File: src/rtl/pcra_fetch_unit.sv
// pcra_fetch_unit: program-counter / return-address unit feeding pipeline stage 0.
// Latency: MemAddr/FetchValid are combinational from registers and inputs; counter updates take effect one cycle after the edge.
// Backpressure: none; a stage-2 bus request steals MemAddr for that cycle and drops FetchValid.
//
// Ports:
//   ClockIn, ResetIn_n      - clock, synchronous active-low reset
//   IncPCRA[1:0]            - [0] bump active counter, [1] bump inactive counter
//   PcraFlip                - swap active/inactive roles at the edge
//   BusRequest, BusAddr     - stage-2 owns the memory bus and supplies the address
//   FetchSurpress           - stage-1 fetch suppression
//   LoadInactive, LoadData  - load the inactive counter (jump/call target)
//   MemAddr, FetchValid     - memory address and "this is an instruction fetch" flag
//   ActivePc, InactivePc    - registered counter values
//   ActiveSel               - 0 = PCRA0 active, 1 = PCRA1 active
//   StatsClear, StallCount  - present only when PCRA_FETCH_STATS_EN is defined:
//                             saturating count of cycles with FetchValid=0
//
// Build option: define PCRA_FETCH_STATS_EN to add the stall statistics counter.

module pcra_fetch_unit #(
  parameter int                   AddrWidth   = 16,
  parameter logic [AddrWidth-1:0] ResetVector = '0
) (
  input  logic                 ClockIn,
  input  logic                 ResetIn_n,
  input  logic [1:0]           IncPCRA,
  input  logic                 PcraFlip,
  input  logic                 BusRequest,
  input  logic                 FetchSurpress,
  input  logic [AddrWidth-1:0] BusAddr,
  input  logic                 LoadInactive,
  input  logic [AddrWidth-1:0] LoadData,
`ifdef PCRA_FETCH_STATS_EN
  input  logic                 StatsClear,
  output logic [15:0]          StallCount,
`endif
  output logic [AddrWidth-1:0] MemAddr,
  output logic                 FetchValid,
  output logic [AddrWidth-1:0] ActivePc,
  output logic [AddrWidth-1:0] InactivePc,
  output logic                 ActiveSel
);

  // The counters are stored by role (active / inactive) rather than by
  // physical name (PCRA0 / PCRA1). ActiveSel records which physical counter
  // currently holds the active role, so a flip just swaps the two role
  // registers. This keeps ActivePc and InactivePc as pure register outputs.
  logic [AddrWidth-1:0] r_active_pc;
  logic [AddrWidth-1:0] r_inactive_pc;
  logic                 r_active_sel;

  logic [AddrWidth-1:0] w_active_nxt;
  logic [AddrWidth-1:0] w_inactive_nxt;

  // Same-cycle updates are computed against the pre-flip roles; the flip is
  // applied afterwards, so the incremented old active PC becomes the return
  // address and a loaded target becomes the new fetch PC.
  always_comb begin
    w_active_nxt = r_active_pc;
    if (IncPCRA[0]) begin
      w_active_nxt = r_active_pc + AddrWidth'(1);
    end

    w_inactive_nxt = r_inactive_pc;
    if (LoadInactive) begin
      w_inactive_nxt = LoadData;
    end else if (IncPCRA[1]) begin
      w_inactive_nxt = r_inactive_pc + AddrWidth'(1);
    end
  end

  always_ff @(posedge ClockIn) begin
    if (!ResetIn_n) begin
      r_active_pc   <= ResetVector;
      r_inactive_pc <= ResetVector;
      r_active_sel  <= 1'b0;
    end else begin
      if (PcraFlip) begin
        r_active_pc   <= w_inactive_nxt;
        r_inactive_pc <= w_active_nxt;
      end else begin
        r_active_pc   <= w_active_nxt;
        r_inactive_pc <= w_inactive_nxt;
      end
      r_active_sel <= r_active_sel ^ PcraFlip;
    end
  end

  // Increments are deliberately not gated by BusRequest/FetchValid here;
  // stage 0 is responsible for only requesting them when appropriate.
  assign MemAddr    = BusRequest ? BusAddr : r_active_pc;
  assign FetchValid = !BusRequest && !FetchSurpress;
  assign ActivePc   = r_active_pc;
  assign InactivePc = r_inactive_pc;
  assign ActiveSel  = r_active_sel;

`ifdef PCRA_FETCH_STATS_EN
  logic [15:0] r_stall_cnt;

  // Clear wins over counting; the count sticks at all-ones rather than wrapping.
  always_ff @(posedge ClockIn) begin
    if (!ResetIn_n) begin
      r_stall_cnt <= 16'h0000;
    end else if (StatsClear) begin
      r_stall_cnt <= 16'h0000;
    end else if (!FetchValid && (r_stall_cnt != 16'hFFFF)) begin
      r_stall_cnt <= r_stall_cnt + 16'd1;
    end
  end

  assign StallCount = r_stall_cnt;
`endif

endmodule

File: config.mk
export PLATFORM = sky130hd
export DESIGN_NAME = pcra_fetch_unit
export DESIGN_NICKNAME = d
export VERILOG_FILES = /design/src/rtl/pcra_fetch_unit.sv
export SDC_FILE = /design/constraint.sdc
export NUM_CORES = 1
export LEC_CHECK = 0
export CORE_ASPECT_RATIO = 1.2
export CORE_MARGIN = 2
export CORE_UTILIZATION = 42
export DETAILED_ROUTE_END_ITERATION = 10
export MAX_ROUTING_LAYER = met4
export PLACE_DENSITY = 0.78
export SETUP_SLACK_MARGIN = 0.4
export SLEW_MARGIN = 20
export SYNTH_ARGS = -nofsm -noshare
export SYNTH_HDL_FRONTEND = slang
export SYNTH_SLANG_ARGS = --single-unit
export TNS_END_PERCENT = 10
File: constraint.sdc
create_clock -name ClockIn -period 2 [get_ports ClockIn]
set_input_delay 0.3 -clock ClockIn [delete_from_list [all_inputs] [get_ports ClockIn]]
set_output_delay 0.3 -clock ClockIn [all_outputs]
set_load 0.03 [all_outputs]
Word-level counts from Yosys, hierarchy flattened
Cells that the tools add are included.
{"block": "word_totals", "ff_bits": 33, "input_bits": 40, "output_inout_bits": 50, "wordCells": 15}
{"block": "op_classes", "addsub": 2, "muxes": 6, "n_bitwise": 1, "reduce_logical": 3}
{"cell": "$mux 16", "n": 6}
{"cell": "$add 16x1->16 const B", "n": 2}
{"cell": "$logic_not 1->1", "n": 2}
{"cell": "$logic_and 1x1->1", "n": 1}
{"cell": "$xor 1x1->1", "n": 1}

Depth between registers and ports, before layout
{"block": "depth", "depth_word": 4, "ltp_mapped": 6, "depth_no_buf": 6}

Worst setup path before layout
No wires, ideal clock.
{"block": "synth_timing", "kind": "register to register", "from": "reg r_inactive_pc[0], in the netlist InactivePc[0]", "to": "reg r_inactive_pc[12], in the netlist InactivePc[12]", "setup_ns": 0.092, "arrival_ns": 1.717, "required_ns": 1.908, "slack_ns": 0.190, "path_stages_with_launch": 7, "n_path_buf": 0, "period_less_slack_ns": 1.810, "path_cell_list": "dfxtp_1 ha_1 nand3_1 nor4_1 xor2_1 nor2_1 o32ai_1"}
{"block": "synth_via", "elab_chain_len": 4}
{"item": "start: declaration", "line_no": "49", "source": "logic [AddrWidth-1:0] r_inactive_pc;"}
{"item": "start signal: assignment", "line_no": "75", "source": "r_inactive_pc <= ResetVector;"}
{"item": "start signal: assignment", "line_no": "80", "source": "r_inactive_pc <= w_active_nxt;"}
{"item": "start signal: assignment", "line_no": "83", "source": "r_inactive_pc <= w_inactive_nxt;"}
{"item": "$add 16x1->16", "line_no": "68", "source": "w_inactive_nxt = r_inactive_pc + AddrWidth'(1);"}
{"item": "$mux 16", "line_no": "67", "source": "end else if (IncPCRA[1]) begin"}
{"item": "$mux 16", "line_no": "65", "source": "if (LoadInactive) begin"}
{"item": "$mux 16", "line_no": "78", "source": "if (PcraFlip) begin"}
Every way passes these cells.
A chain may end at the register's enable or synchronous reset.

Worst setup path after layout
{"block": "layout_timing", "from": "reg r_active_pc[15], in the netlist ActivePc[15]", "to": "out ActivePc[15]"}
{"item": "start: declaration", "line_no": "48", "source": "logic [AddrWidth-1:0] r_active_pc;"}
{"item": "start signal: assignment", "line_no": "74", "source": "r_active_pc <= ResetVector;"}
{"item": "start signal: assignment", "line_no": "79", "source": "r_active_pc <= w_inactive_nxt;"}
{"item": "start signal: assignment", "line_no": "82", "source": "r_active_pc <= w_active_nxt;"}
{"item": "end: declaration", "line_no": "39", "source": "output logic [AddrWidth-1:0] ActivePc,"}
No word-level cell between the ends.

==> out/metrics.yaml <==
layout:
  final_common_cell: "clkdlybuf4s50_1"
  layout.nets: 373
  drive_gt1_share_pct: 27.5
  diodes: 0
  final_cell_mix: "67 x clkdlybuf4s50_1, 24 x nor2_1, 23 x nand2_1, 17 x dfxtp_2"
  fin_area_um2: 3250
  layout-area-overhead-vs-synth_pct: 58.8
timing:
  fin_ws_ns: 0.278
  fmaxAchievable_mhz: 581
  rsz0062_at_grt: "true"
  clock_skew_ns: 0.00493
  slew_headroom_pct: 78.1
  drv_slew: 0
  setup_viol: 0
  finalCriticalPeriod_ns: 1.72
  period_share_pct: 86.1
  tightestPinTransition_ns: 0.326
  hold_viol: 0
clock_network:
  cts_sinks: 33
  ctsHoldBuffers: 0
  root_buffer: "clkbuf_8"
  cts.path.max_buffers: 2
  cts_made_buffers: 5
  cts.clk_slew.worst_paths_ns: 0.06
  htree_levels: 2
  cts_tree: "built"
  worstSkewPairLatency_ns: 0.28
pwr:
  p_sw_w: 0.000616
  p_leak_nw: 1.29
  p_seq_share_pct: 41.5
  p_int_w: 0.00127
  clkPwrFrac_pct: 26.5
  powerDensity_nw_per_um2: 581
  combPwrFrac_pct: 32.0
  vdd_drop_max_mv: 0.621
  p_sw_share_pct: 32.7
worst_setup_path:
  r2r_slack_ns: 0.37
  reg2reg_depth: 6
  crit_chain: "clkdlybuf4s50_1"
  cp-startpoint: "ActivePc[15]"
  r2r-start: "InactivePc[1]"
  crit_path_start_kind: "flip-flop"
  required_ns: 1.70
  critPathMaxFanout: 4
  critPathMaxStageDelay_ns: 0.71
  arrival_ns: 1.42
  cpMaxStageDelayCell: "clkdlybuf4s50_1"
  critPathCapture: "ActivePc[15]"
  worstSetupPathType: "flip-flop to output pin"
  r2r-end: "InactivePc[14]"
  cpLargestDelayFamily: "buffers and inverters"
  worstSetupEndpointType: "output pin"
  crit_cells: 1
  cp.buffers_inverters: 1
detailed_routing:
  via_per_inst: 5.39
  vias: 2097
  avgRoutedWirePerCell_um: 15.0
  totalWireLength_um: 5820
  ant_nets: 0
  drcViolationCount: 0
  drtIter0Drc: 109
  drt_first_pass_iters: 4
die:
  fp.dieH_um: 80.4
  io_pins: 90
  fp.dieArea_um2: 5440
  die_x_um: 67.7
  start_util_pct: 44.1
  rows: 27
  core_area_um2: 4630
min_path:
  hold_class: "flip-flop to flip-flop"
  hp-start: "ActiveSel"
placed_design:
  pre_cts_slack_ns: -0.198
  port_buffers: 89
  placed_area_um2: 3100
  hpwl_um: 4510
  gp_congestion: 0.790
synth:
  yosys_warnings: 0
  synth_cells: 235
  avgSynthCellArea_um2: 8.69
  yosysUniqueCellTypes: 36
  ys_seq_area_share_pct: 32.3
  synth_fp_nets: 277
  synth-seq-cells: 33
  netlist_area_um2: 2040
grt:
  grt_usage_pct: 22.9
  grt_pass1_wl_um: 9200
  grt_pass1_vias: 2029
  antenna_found_initial: 0
  grt_max_degree: 21
  grt.overflow.total: 0
status:
  status: "finished clean"
run:
  cap_viol_max_count: 0
[worst reg2reg max path, stage by stage (launching register included)]
cell and delay, ns:
dfxtp_4 0.39, ha_4 0.17, nand4_1 0.13, nor4_2 0.33
xor2_1 0.18, nor2_1 0.08, o32ai_1 0.26
[power groups by stage]
stage	clock network, W	logic [W]	registers, W
2_1_floorplan	0	0.000253	0.000868
3_3_place_gp	0	0.000608	0.000787
3_5_place_dp	0	0.000615	0.000789
4_1_cts	0.000513	0.000603	0.000774
5_1_grt	0.000537	0.000642	0.000791
6_report	0.000500	0.000603	0.000781
[how the worst min path moves through the flow]
| stage | to | slack [ns] | depth (start not counted) |
|---|---|---|---|
| CTS | ActiveSel | 0.54 | 2 |
| global route | ActiveSel | 0.57 | 2 |
| detailed placement | ActiveSel | 0.52 | 2 |
| floorplan | ActivePc[9] | 0.53 | 2 |
| global placement | ActiveSel | 0.50 | 2 |
| finish | ActiveSel | 0.54 | 2 |
[cell families (layout without fill, tap and decap cells)]
family / count (synthesis) / after routing / synth area share (%)
and+or+nand+nor: 85 / 85 / 22.4
AOI/OAI and AO/OA: 43 / 43 / 16.0
DFF: 33 / 33 / 32.3
xor gates and xnor gates: 31 / 31 / 13.3
muxes: 19 / 19 / 10.2
adders and majority gates: 2 / 2 / 1.22
buffers and inverters: 22 / 118 / 4.59
[Yosys cell counts (all sizes together)]
cell type / count / area share (%)
a211oi: 5 / 2.1
a21oi: 1 / 0.24
a22o: 1 / 0.43
a311oi: 1 / 0.43
and4b: 1 / 0.49
buf: 3 / 1.1
clkbuf: 12 / 2.2
clkinv: 1 / 0.18
dfxtp: 33 / 32
ha: 2 / 1.2
inv: 6 / 1.1
mux2: 14 / 7.7
mux2i: 5 / 2.4
nand2: 23 / 4.2
nand3: 8 / 2.2
nand4: 9 / 3.8
nor2: 24 / 4.4
nor2b: 7 / 2.1
nor3: 6 / 1.5
nor4: 6 / 3.3
o211a: 5 / 2.4
o21a: 1 / 0.37
o21ai: 9 / 2.2
o22ai: 6 / 1.8
o32ai: 14 / 6.0
or2: 1 / 0.31
xnor2: 16 / 6.9
xor2: 15 / 6.4
[metrics by stage]
stage,setup TNS [ns],util (%),hold WS (ns),instances,total power (W)
6_report,0,70.1,0.536,389,0.00188
5_1_grt,0,70.1,0.573,389,0.00197
4_1_cts,0,68.3,0.537,389,0.00189
3_5_place_dp,-3.50,67.0,0.522,381,0.00140
3_3_place_gp,-3.11,67.0,0.503,381,0.00140
2_1_floorplan,0,-,0.532,235,0.00112
[state kept, by name, summed over array words and instances, names as in the netlist]
| signal | cells |
|---|---|
| ActiveSel | 1 |
| InactivePc | 16 |
| ActivePc | 16 |
[timing repair]
item	in CTS	in global routing
endpoints found under the hold margin	0	0
gates resized for setup	75	18
buffers inserted	0	0
pin swaps	1	14
cloned	1	0
setup endpoints to repair	70	61
[area by class of cell]
cell class	instances	area (um2)
repair buffers	104	965
clock buffers	7	86.3
flip-flops and latches	33	704
inverters	7	26.3
fillers	398	1380
well taps	58	72.6
multi-input cells	180	1390
[metal layers]
layer | GRT usage, % | up-vias | wire length (um)
met5 | - | - | 0
li1 | - | 1043 | -
met4 | 4.49 | 0 | 55
met2 | 41.5 | 76 | 3140
met3 | 5.04 | 8 | 373
met1 | 25.3 | 970 | 2260
(Power assumes the default switching activity.)
==> edit 1, RTL diff (same settings) <==
Add an input register stage for `LoadData`, with the module's reset; this delays it by one clock. The other inputs are not delayed to match.
--- a/src/rtl/pcra_fetch_unit.sv
+++ b/src/rtl/pcra_fetch_unit.sv
@@ -42,4 +42,14 @@
 );
 
+  logic [AddrWidth-1:0] LoadData_q;
+
+  always_ff @(posedge ClockIn) begin
+    if (!ResetIn_n) begin
+      LoadData_q <= '0;
+    end else begin
+      LoadData_q <= LoadData;
+    end
+  end
+
   // The counters are stored by role (active / inactive) rather than by
   // physical name (PCRA0 / PCRA1). ActiveSel records which physical counter
@@ -64,5 +74,5 @@
     w_inactive_nxt = r_inactive_pc;
     if (LoadInactive) begin
-      w_inactive_nxt = LoadData;
+      w_inactive_nxt = LoadData_q;
     end else if (IncPCRA[1]) begin
       w_inactive_nxt = r_inactive_pc + AddrWidth'(1);
Check against the original RTL: not equivalent (Yosys sat finds a counterexample within 4 cycles, from zero or initial values and one cycle with ResetIn_n low).
==> edit 1 against the original RTL <==
- register-to-register slack worse by 0.08 ns
- final area is 15% higher
- sequential power grew 41%
- setup slack got worse by 0.055 ns
- routed wire length rose by 5.5%
- critical path depth unchanged
- via count rose by 6.7%
- sequential cell count grew 16
- area after synthesis grew 21%
- worst hold slack gained 0.041 ns
- total power grew 28%
- critical path type unchanged
- highest routed layer unchanged
==> edit 1: results (changes against the original RTL) <==
- The cell depth of the worst flop-to-flop path is 5 (-1).
- The post-synthesis instance total came to 263 (+12%).
- The switching power came to 692.3 uW (+12%).
- The final HPWL from detailed placement is 4.846 mm (+7.5%).
- The global-route wire length before repair is 9.804 mm (+6.5%).
- The largest net degree at the start of global routing is 32 (+52%).
- The largest fanout of any net on the critical path is 7 (+3).
- The arrival time at the worst endpoint is 1.48 ns (+0.06 ns).
- The async set-or-reset flop fraction in the synthesized netlist was 0% (unchanged).
- The clock skew after layout came to 0.008715 ns (+0.003788 ns).
- The overall routed net length was 6.145 mm (+5.5%).
- The count of synthesis-stage warnings from yosys is 0 (unchanged).
- The final layout net count is 400 (+7.2%).
- In this run the worst hold path is classified as in2reg.
- The xor/xnor share of the synthesized area is 9.954% (-3.3 points).
- The worst slack on hold paths is 0.5767 ns (+0.04106 ns).
- The worst vdd rail ir drop came to 0.5133 mV (-17%).
- The fraction of synthesized area in multiplexers is 8.989% (-1.2 points).
- The number of global-route vias before repair is 2135 (+5.2%).
- The worst setup slack for register-to-register paths is 0.29 ns (-0.08 ns).
- The startpoint identified for the worst register-to-register timing path is InactivePc[4].
- The source-to-sink clock delay at the later pin of the worst-skew pair is 0.30 ns (+0.02 ns).
- The routed wirelength normalized by instance count is 14.00 um (-6.5%).
- In the synthesized netlist, the cells that appear most often are sky130_fd_sc_hd__dfxtp_1 (49), sky130_fd_sc_hd__nand2_1 (26), sky130_fd_sc_hd__xor2_1 (20).
- The leakage component of the power is 0.001542 uW (+19%).
- The flow ran to the end, and the final reports show no timing, DRC or antenna violations.
- The fraction of layout instances using a drive strength above 1 is 23.96% (-3.5 points).
- The sequential element share of the synthesized area came to 39.82% (+7.5 points).
- The DRC violation total after the first TritonRoute iteration is 89 (-18%).
- The share of synthesized cell area in full adder, half adder and majority cells came to 1.016% (-0.21 points).
- The detailed-route via count came to 2238 (+6.7%).
- The clock transition at the register clock pins on the worst setup and hold paths after CTS is 0.08 ns (+0.02 ns).
- Yosys attributes the largest share of cell area to sky130_fd_sc_hd__dfxtp_1 (40%), sky130_fd_sc_hd__mux2_2 (7.8%), sky130_fd_sc_hd__xor2_1 (7.1%).
- The total of endpoints with negative setup slack in the final report is 0 (unchanged).
- The number of instances in the placed design is 429 (+13%).
- The unique cell type count in the Yosys netlist is 34 (-5.6%).
- The flip-flop and latch count after synthesis is 49 (+48%).
- The worst slew slack as a fraction of its limit was 67.27% (-11 points).
- The launch point of the critical path is InactivePc[11].
- The overall fraction of global-route tracks in use is 19.99% (-2.9 points).
- The initial antenna violation count was 0 (unchanged).
- The synthesized-area fraction occupied by ao, oa, aoi and oai cells is 15.24% (-0.81 points).
- The number of nets in the synthesized netlist was 305 (+10%).
- The routability-driven placement congestion ratio is 0.8678 (+9.9%).
- The startpoint identified for the worst hold timing path is LoadData[11].
- The number of detailed-route iterations in the first pass is 4 (unchanged).
edit 1: final cells by class:
type	count	area, um^2
clock buffers	6	82.58
clock inverters	2	37.54
fillers	473	1931
inverters	5	18.77
multi-input cells	193	1514
flip-flops and latches	49	1025
well taps	80	100.1
repair buffers	104	959.7
edit 1: final timing paths:
kind / endpoint
hold reg to reg: InactivePc[5]
hold / removal: LoadData_q[11]
setup reg to reg: InactivePc[15]
setup / recovery: InactivePc[11]
edit 1: logic make-up (layout without fill, tap and decap cells):
kind of cell | after synthesis | after routing
AO/OA/AOI/OAI | 48 | 48
XOR/XNOR | 28 | 28
adder cells (fa/ha/maj) | 2 | 2
buffers and inverters | 21 | 117
flip-flops | 49 | 49
multiplexers | 20 | 20
AND/OR/NAND/NOR | 95 | 95
edit 1: power by group through the flow:
stage	sequential (uW)	clock, uW	combinational, uW
CTS	1100	746	578
global route	1110	777	620
finish	1100	730	579
floorplan	1190	0	255
detailed placement	1120	0	594
global placement	1120	0	585
edit 1: routing by layer:
metal | vias up | wire [um] | track usage (%)
li1 | 1138 | - | -
met1 | 1024 | 2503 | 23.03
met2 | 66 | 3214 | 34.09
met3 | 10 | 335 | 4.488
met4 | 0 | 92 | 6.446
met5 | - | 0 | -
edit 1: per-stage QoR:
step	util [%]	setup TNS, ns	area, um^2	total power [uW]	setup WS (ns)
floorplan	-	0	2557	1449	0.3230
global placement	63.36	-3.210	3591	1708	-0.1849
detailed placement	63.36	-3.640	3591	1719	-0.2193
CTS	64.66	0	3665	2426	0.2253
global route	65.94	0	3737	2510	0.1821
finish	65.94	0	3737	2412	0.2232
edit 1: what timing repair did:
action,CTS,global route
setup endpoints to repair,66,58
resized for setup,78,15
buffers inserted,0,1
gates cloned,1,0
pin swaps,0,2
==> edit 2, RTL diff (same flow settings) <==
Made on the original files. Build with the macro `PCRA_FETCH_STATS_EN` defined.
--- a/src/rtl/pcra_fetch_unit.sv
+++ b/src/rtl/pcra_fetch_unit.sv
@@ -17,4 +17,6 @@
 //
 // Build option: define PCRA_FETCH_STATS_EN to add the stall statistics counter.
+
+`define PCRA_FETCH_STATS_EN
 
 module pcra_fetch_unit #(
Interface: changed (added StallCount and StatsClear); port bits go from 90 to 107. No check against the original RTL was run, so the function may have changed too.
==> edit 2 against the original RTL <==
- area after synthesis is 44% higher
- synthesized cell count is 46% higher
- final cell count is 43% higher
- sequential cell count is 16 higher
- setup slack worse by 0.18 ns
- final area is 40% higher
- die area is 41% higher
- routed wire length is 66% higher
- total power is 28% higher
- critical path type is now reg2reg
==> edit 2: results (changes against the original RTL) <==
- The sequential cell count came to 49 (+48%).
- The layout buffer count excluding clock buffers is 139 (+34%).
- The DRC violation total after the first TritonRoute iteration is 139 (+28%).
- The number of input and output port buffers inserted is 106 (+19%).
- The fraction of layout instances using a drive strength above 1 is 28.36% (+0.87 points).
- The multi-input combinational cell count is 265 (+47%).
- The overall fraction of global-route tracks in use is 25.26% (+2.4 points).
- The leakage component of the power is 0.001588 uW (+23%).
- The number of global-route vias before repair is 3175 (+56%).
- The run finished with clean final reports.
- The largest net degree at the start of global routing was 22 (+4.8%).
- The worst slew slack as a fraction of its limit is 68.11% (-10 points).
- The count of cells resized by post-cts repair is 70 (-6.7%).
- The non-clock buffer share of cell area is 28.49% (-1.2 points).
- The worst vdd rail ir drop is 0.3482 mV (-44%).
- The share of final layout cell area taken by clock buffers and inverters was 1.988% (-0.67 points).
- The count of clock-net buffers in the final layout came to 5 (-2).
- The final layout net count was 512 (+37%).
- The source-to-sink clock delay at the later pin of the worst-skew pair is 0.31 ns (+0.03 ns).
- The clock transition at the register clock pins on the worst setup and hold paths after CTS is 0.10 ns (+0.04 ns).
- The routability-driven placement congestion ratio is 0.9413 (+19%).
- The overall routed net length is 9.686 mm (+66%).
- The register share of the cell area is 23.38% (+1.7 points).
- The multi-input logic area came to 1952 um^2 (+40%).
- Yosys attributes the largest share of cell area to sky130_fd_sc_hd__dfxtp_1 (33%), sky130_fd_sc_hd__mux2_2 (6.1%), sky130_fd_sc_hd__xnor2_1 (4.8%).
- The global-route wire length before repair is 14.96 mm (+63%).
- The synthesized-area fraction occupied by ao, oa, aoi and oai cells came to 22.44% (+6.4 points).
- The unique cell type count in the Yosys netlist came to 48 (+33%).
- The fraction of synthesized area in multiplexers came to 7.820% (-2.3 points).
- The final HPWL from detailed placement came to 7.152 mm (+59%).
- The cell depth of the worst hold path is 1 (-1).
## edit 2: stage by stage
stage | setup slack (ns) | total power, uW | area, um^2 | instances
6_report | 0.09721 | 2412 | 4532 | 556
5_1_grt | 0.03458 | 2513 | 4532 | 556
4_1_cts | 0.1861 | 2402 | 4410 | 554
3_5_place_dp | -0.2460 | 1813 | 4328 | 543
3_3_place_gp | -0.2158 | 1801 | 4328 | 543
2_1_floorplan | 0.3520 | 1496 | 3040 | 343
## edit 2: logic make-up after synthesis
| family | after synthesis |
|---|---|
| adders and majority gates | 3 |
| muxes | 21 |
| AOI/OAI and AO/OA | 88 |
| xor gates and xnor gates | 18 |
| DFF | 49 |
| buffers and inverters | 29 |
| and+or+nand+nor | 135 |
## edit 2: critical path, stage by stage (launching register included)
cell	delay (ns)
sky130_fd_sc_hd__dfxtp_4	0.40
sky130_fd_sc_hd__nand4_1	0.26
sky130_fd_sc_hd__nor4_1	0.50
sky130_fd_sc_hd__mux2_2	0.41
sky130_fd_sc_hd__o32ai_1	0.26
## edit 2: path summary, 6_finish.rpt
kind | slack (ns) | endpoint | from
worst max register to register | 0.1 | ActivePc[14] | InactivePc[10]
worst min register to register | 0.50 | StallCount[8] | StallCount[8]
worst min-delay path | 0.50 | StallCount[8] | StallCount[8]
worst max-delay path | 0.1 | ActivePc[14] | InactivePc[10]
## edit 2: power by group
part | switching (uW) | internal, uW | leakage (uW) | total, uW
sequential | 87.5 | 1030 | 0.000420 | 1110
combinational | 360 | 325 | 0.00112 | 685
clock | 366 | 249 | 0.0000445 | 615
total | 813 | 1600 | 0.00159 | 2410
## edit 2: layer usage
layer / GRT usage [%] / share of wire, %
met2: 46.88 / 53
met5: - / 0
met3: 3.377 / 5.9
met4: 7.768 / 2.0
met1: 27.91 / 40
